<file path="src/rtl/me_vector_buffer.sv">
// rtl/me_vector_buffer.sv - motion-estimation result capture, FIFO queue and per-frame best tracking
//
// Purpose:
//   Watches the engine trigger/done handshake and captures one
//   {distance, vectorX, vectorY} result per search. Each result is tagged
//   with a per-frame block index and queued in a first-word-fall-through
//   FIFO that a consumer drains over a valid/ready port. The block also
//   tracks the minimum-distance block of the current frame.
//
// Optional feature macro: ME_VECTOR_STATS_EN
//   When defined, adds sumDistance (saturating per-frame distance sum) and
//   capCount (saturating per-frame capture count).
//
// Ports:
//   clk, rst_n              clock, asynchronous active-low reset
//   frameStart              one-cycle pulse opening a new frame
//   trigger, done           engine start strobe / completion level
//   distance                engine SAD result
//   vectorX, vectorY        engine motion vector (two's complement)
//   outReady                consumer accepts the head entry
//   outValid                FIFO not empty
//   outIndex, outDistance   head entry index and distance
//   outVectorX, outVectorY  head entry vector
//   level                   number of queued entries
//   overflow                sticky: a result was dropped this frame
//   bestDistance, bestIndex minimum distance this frame and its block index
//   sumDistance, capCount   (ME_VECTOR_STATS_EN only) per-frame statistics

module me_vector_buffer #(
   parameter int DEPTH = 8,
   parameter int AW    = $clog2(DEPTH)
) (
   input  logic          clk,
   input  logic          rst_n,
   input  logic          frameStart,
   input  logic          trigger,
   input  logic          done,
   input  logic [7:0]    distance,
   input  logic [3:0]    vectorX,
   input  logic [3:0]    vectorY,
   input  logic          outReady,
   output logic          outValid,
   output logic [7:0]    outIndex,
   output logic [7:0]    outDistance,
   output logic [3:0]    outVectorX,
   output logic [3:0]    outVectorY,
   output logic [AW:0]   level,
   output logic          overflow,
   output logic [7:0]    bestDistance,
   output logic [7:0]    bestIndex
`ifdef ME_VECTOR_STATS_EN
   ,
   output logic [15:0]   sumDistance,
   output logic [7:0]    capCount
`endif
);

   localparam logic [AW:0] FULL_COUNT = (AW + 1)'(DEPTH);

   // Entry layout: {index[23:16], distance[15:8], vectorX[7:4], vectorY[3:0]}
   logic [23:0]   r_mem [DEPTH];
   logic [AW-1:0] r_wr_ptr;
   logic [AW-1:0] r_rd_ptr;
   logic [AW:0]   r_count;

   logic          r_armed;
   logic [7:0]    r_blk_idx;
   logic          r_overflow;
   logic [7:0]    r_best_dist;
   logic [7:0]    r_best_idx;

   logic          w_capture;
   logic          w_pop;
   logic          w_full;
   logic          w_push;
   logic          w_drop;
   logic [7:0]    w_cap_idx;
   logic [7:0]    w_best_base;
   logic          w_new_best;
   logic [23:0]   w_head;

   // A capture needs a prior trigger; trigger in the same cycle wins so a
   // back-to-back restart is never mistaken for completion of the old search.
   assign w_capture = r_armed && done && !trigger;
   assign w_pop     = (r_count != '0) && outReady;
   assign w_full    = (r_count == FULL_COUNT);
   // A full FIFO still accepts when the head leaves on the same edge: the
   // written slot is the one being vacated.
   assign w_push    = w_capture && (!w_full || w_pop);
   assign w_drop    = w_capture && w_full && !w_pop;

   // frameStart restarts numbering and the best search in the same cycle,
   // so a coincident capture is treated as the first block of the new frame.
   assign w_cap_idx   = frameStart ? 8'd0  : r_blk_idx;
   assign w_best_base = frameStart ? 8'hFF : r_best_dist;
   assign w_new_best  = w_capture && (distance < w_best_base);

   // ---------------------------------------------------------------------
   // Arm flag and block index
   // ---------------------------------------------------------------------
   always_ff @(posedge clk or negedge rst_n) begin
      if (!rst_n) begin
         r_armed <= 1'b0;
      end else if (trigger) begin
         r_armed <= 1'b1;
      end else if (w_capture) begin
         r_armed <= 1'b0;
      end
   end

   // Index advances on every capture, dropped or not, so gaps are visible.
   always_ff @(posedge clk or negedge rst_n) begin
      if (!rst_n) begin
         r_blk_idx <= 8'd0;
      end else if (w_capture) begin
         r_blk_idx <= w_cap_idx + 8'd1;
      end else if (frameStart) begin
         r_blk_idx <= 8'd0;
      end
   end

   // ---------------------------------------------------------------------
   // FIFO storage and pointers
   // ---------------------------------------------------------------------
   // Storage needs no reset: the head is masked whenever the FIFO is empty.
   always_ff @(posedge clk) begin
      if (w_push) begin
         r_mem[r_wr_ptr] <= {w_cap_idx, distance, vectorX, vectorY};
      end
   end

   always_ff @(posedge clk or negedge rst_n) begin
      if (!rst_n) begin
         r_wr_ptr <= '0;
         r_rd_ptr <= '0;
         r_count  <= '0;
      end else begin
         if (w_push) begin
            r_wr_ptr <= r_wr_ptr + 1'b1;
         end
         if (w_pop) begin
            r_rd_ptr <= r_rd_ptr + 1'b1;
         end
         if (w_push && !w_pop) begin
            r_count <= r_count + 1'b1;
         end else if (w_pop && !w_push) begin
            r_count <= r_count - 1'b1;
         end
      end
   end

   // ---------------------------------------------------------------------
   // Overflow and best tracking
   // ---------------------------------------------------------------------
   // A drop in the frameStart cycle belongs to the new frame, so set wins.
   always_ff @(posedge clk or negedge rst_n) begin
      if (!rst_n) begin
         r_overflow <= 1'b0;
      end else if (w_drop) begin
         r_overflow <= 1'b1;
      end else if (frameStart) begin
         r_overflow <= 1'b0;
      end
   end

   // Strict less-than keeps the earlier block on ties.
   always_ff @(posedge clk or negedge rst_n) begin
      if (!rst_n) begin
         r_best_dist <= 8'hFF;
         r_best_idx  <= 8'd0;
      end else if (w_new_best) begin
         r_best_dist <= distance;
         r_best_idx  <= w_cap_idx;
      end else if (frameStart) begin
         r_best_dist <= 8'hFF;
         r_best_idx  <= 8'd0;
      end
   end

   // ---------------------------------------------------------------------
   // Optional per-frame statistics
   // ---------------------------------------------------------------------
`ifdef ME_VECTOR_STATS_EN
   logic [15:0] r_sum;
   logic [7:0]  r_cap_cnt;
   logic [15:0] w_sum_base;
   logic [7:0]  w_cnt_base;
   logic [16:0] w_sum_ext;

   assign w_sum_base = frameStart ? 16'd0 : r_sum;
   assign w_cnt_base = frameStart ? 8'd0  : r_cap_cnt;
   assign w_sum_ext  = {1'b0, w_sum_base} + {9'd0, distance};

   always_ff @(posedge clk or negedge rst_n) begin
      if (!rst_n) begin
         r_sum     <= 16'd0;
         r_cap_cnt <= 8'd0;
      end else if (w_capture) begin
         r_sum     <= w_sum_ext[16] ? 16'hFFFF : w_sum_ext[15:0];
         r_cap_cnt <= (w_cnt_base == 8'hFF) ? 8'hFF : w_cnt_base + 8'd1;
      end else if (frameStart) begin
         r_sum     <= 16'd0;
         r_cap_cnt <= 8'd0;
      end
   end

   assign sumDistance = r_sum;
   assign capCount    = r_cap_cnt;
`endif

   // ---------------------------------------------------------------------
   // Outputs
   // ---------------------------------------------------------------------
   assign outValid = (r_count != '0);
   assign w_head   = outValid ? r_mem[r_rd_ptr] : 24'd0;

   assign outIndex     = w_head[23:16];
   assign outDistance  = w_head[15:8];
   assign outVectorX   = w_head[7:4];
   assign outVectorY   = w_head[3:0];
   assign level        = r_count;
   assign overflow     = r_overflow;
   assign bestDistance = r_best_dist;
   assign bestIndex    = r_best_idx;

endmodule

</file>
<file path="config.mk">
export PLATFORM = sky130hd
export DESIGN_NAME = me_vector_buffer
export DESIGN_NICKNAME = d
export VERILOG_FILES = /design/src/rtl/me_vector_buffer.sv
export SDC_FILE = /design/constraint.sdc
export NUM_CORES = 1
export LEC_CHECK = 0
export CORE_UTILIZATION = 44
export DETAILED_ROUTE_END_ITERATION = 8
export PLACE_DENSITY = 0.67
export SYNTH_ARGS = -nofsm -noshare
export SYNTH_HDL_FRONTEND = slang
export SYNTH_SLANG_ARGS = --single-unit
</file>
<file path="constraint.sdc">
create_clock -name clk -period 5.3 [get_ports clk]
set_input_delay 1.06 -clock clk [delete_from_list [all_inputs] [get_ports clk]]
set_output_delay 1.06 -clock clk [all_outputs]
set_load 0.02 [all_outputs]
</file>
==> reports/results.md <==
* 0.741 — gp weighted congestion
* 146 microns — Die Span X
* 490 ps — latest clock arrival within the worst-skew pair
* 0.629 — share of the synthesized area in the top cell type
* 40 — maximum number of pins on one net before global-route repair
* 0 — final antenna-violating net count
* 4150 ps — final critical path time including I/O delays and setup
* 0 — post-CTS setup-driven buffer insertion count
* 0.783 — Period Utilization, post-route
* 9.54 ps — maximum clock skew at final layout
* 0 — total inserted antenna cells
* clkbuf_16 — clock root buffer
* 0 — final count of hold timing violations
* 0.205 — share of final-layout standard cells stronger than drive strength 1
* 0 — total overflow reported by the global router
* 68 — I/O pins
* 479 — synthesized instance count
* buffers and inverters — Largest delay share family, worst path
* 19.2% — Area growth, synth to finish
* 0.172 — GRT Total Usage
* 5.28 — via/cell ratio
* 3.74 nW — leakage power figure
* 317 uV — VDD IR max
* 0 — number of max-cap violations
* 0.728 — sequential fraction of the synthesis area
* 19.1 sq um — Avg Synthesized Cell Area
* 228 — #FFs+latches synth
* 4904 — vias in the first global route
* 0 — Post-CTS Hold Buffers
* 67 — port buffer count
* 24 — Max Fanout on Critical Path
* register to output pin — critical setup path kind
* 17600 microns — wire length after detailed routing
* 2 — number of buffers and inverters on the critical path
* completed — result of the run
* 4 — drt first pass iters
* 0.334 — Max-slew headroom
* 805 — placed instance count
* edfxtp_1, mux4_2, dfrtp_1 — cell types with the largest area share after synthesis
* 502 ps — post-route worst hold slack
* 10600 microns — half-perimeter wire length after detailed placement
* 900 ps — Slowest Stage Delay on Critical Path
* output pin — crit end category
* 146 microns — y dimension of the die
* 0 — Final Setup Violations
* 23 — Num CTS Buffers
* 21400 sq um — die outline area
* 5.46 mW — sum of internal, switching and leakage power
* 0 ps — final total negative setup slack
* 596 — Net count, final
* register to register — Hold/Removal Path Class
* 0.452 — starting density of the core
* 0 — DR DRC count
* 20.8 microns — per-cell routed wire length
* 0 — number of max-slew violations in the final report
* 3090 ps — Arrival @ worst endpoint
* 998 ps — Least-Margin Pin Slew
* 228 — number of clock sinks
* register — Critical Path Source Type
* 499 nW/um^2 — Power Density
* 36 — Cell variety after synth
* 28100 microns — first-pass GRT wire length
* edfxtp_1 — post-synth top area cell
* no — unrepaired setup endpoints after global routing
* buf_4 -> mux4_2 -> mux2i_1 -> nor2_1 -> clkdlybuf4s50_1 — cell-by-cell listing of the critical path
* 515 — net count after synthesis
* done — TritonCTS clock tree
* 0 — post-cts gate resize count
* 4464 — vias
* 9170 sq um — Cell Area, Synth
* 20300 sq um — standard cell core area
* 241 MHz — Max Clk Rate
* 0 — antenna violations before repair
* 306 — number of DRC markers in iteration 0
* 60 ps — clock-pin slew on the worst setup and hold paths
* dfrtp_2 — critical-path cell with the highest stage delay
* 3 — buffers from clock root to sink, at most
* 1 — Max H-tree Level
* 846 — count of placed standard cells in the final layout, fillers left out
* 0 — synthesis warning total
* 52 — number of placement rows
* 4240 ps — data required time of the critical path
[layout make-up]
| type | count | area [sq um] |
|---|---|---|
| tap | 270 | 338 |
| multi-input combinational | 216 | 2410 |
| sequential | 228 | 6680 |
| fill | 1593 | 9380 |
| timing repair buffer | 76 | 733 |
| clock buffer | 34 | 627 |
| clock inverter | 7 | 83.8 |
| inverter | 15 | 56.3 |
[power by group]
part | total (mW) | switching [mW] | internal, mW
combinational | 1.63 | 0.772 | 0.857
clock | 1.53 | 0.615 | 0.914
sequential | 2.30 | 0.218 | 2.08
[metrics by stage]
stage | util | cell area (sq um) | setup slack [ps]
3_5_place_dp | 0.503 | 10200 | 1090
2_1_floorplan | - | 9170 | 1360
6_report | 0.538 | 10900 | 1150
3_3_place_gp | 0.503 | 10200 | 1260
4_1_cts | 0.538 | 10900 | 1050
5_1_grt | 0.538 | 10900 | 908
[synthesized netlist by cell type, drive strengths merged]
| cell | n |
|---|---|
| nand4 | 2 |
| mux2i | 35 |
| xnor2 | 12 |
| clkbuf | 10 |
| a21oi | 3 |
| fa | 1 |
| inv | 15 |
| dfrtp | 28 |
| and2 | 1 |
| nand3 | 2 |
| and4 | 1 |
| nor2b | 10 |
| ha | 13 |
| edfxtp | 192 |
| or2 | 1 |
| dfstp | 8 |
| nand2b | 9 |
| nor3 | 4 |
| nand3b | 1 |
| o31ai | 1 |
| o211a | 1 |
| nand2 | 10 |
| a21o | 4 |
| mux4 | 48 |
| xor2 | 3 |
| o21ai | 2 |
| mux2 | 8 |
| buf | 10 |
| o22ai | 1 |
| nor4 | 2 |
| nor2 | 40 |
| a2111oi | 1 |
[metal layers]
metal | up-vias | wire length (microns) | GRT usage
li1 | 2028 | - | -
met1 | 2319 | 7360 | 0.219
met2 | 97 | 9110 | 0.309
met3 | 20 | 895 | 0.0269
met4 | 0 | 201 | 0.0417
met5 | - | 0 | 0
[worst paths after layout]
path	start	depth (start not counted)	endpoint	slack, ps
min in group asynchronous	rst_n	1	r_armed$_DFFE_PN0P_	670
max	r_rd_ptr[0]$_DFFE_PN0P_	5	outVectorX[1]	1150
max in group asynchronous	rst_n	1	r_rd_ptr[0]$_DFFE_PN0P_	4060
min reg2reg	r_armed$_DFFE_PN0P_	1	r_armed$_DFFE_PN0P_	500
min	r_armed$_DFFE_PN0P_	1	r_armed$_DFFE_PN0P_	500
max reg2reg	level[0]$_DFFE_PN0P_	12	level[3]$_DFFE_PN0P_	2470
[flip-flops by register name (all words and copies together) (netlist names)]
register	cells
level	4
r_armed	1
r_blk_idx	8
r_wr_ptr	3
r_mem	192
r_rd_ptr	3
bestDistance	8
bestIndex	8
overflow	1
[kinds of logic (layout without fill, tap and decap cells)]
group                    count (synthesis)  after routing  synth area share
XOR/XNOR                                15             15            0.0143
AO/OA/AOI/OAI                           13             13            0.0121
flip-flops                             228            228             0.728
adder cells (fa/ha/maj)                 14             14            0.0199
multiplexers                            91             91             0.166
AND/OR/NAND/NOR                         83             83            0.0433
buffers and inverters                   35            132            0.0161
[layout by cell type (no fill, tap or decap), types with 12 or more instances in the layout]
master and instances:
nor2_1 34, clkbuf_16 23, mux4_2 48, inv_1 15, ha_1 13, xnor2_1 12, mux2i_1 35, edfxtp_1 192
dfrtp_1 26, clkdlybuf4s50_1 66
[worst reg2reg max path: stages (launching register included)]
cell and delay [ps]:
dfrtp_1 480, nor4_4 310, buf_4 360, inv_1 130
nand2_1 150, ha_1 210, inv_1 100, ha_1 280
a21o_1 170, a21oi_1 170, xnor2_1 130, nor2_1 60
xor2_1 140
Power figures use the tool's default switching activity.
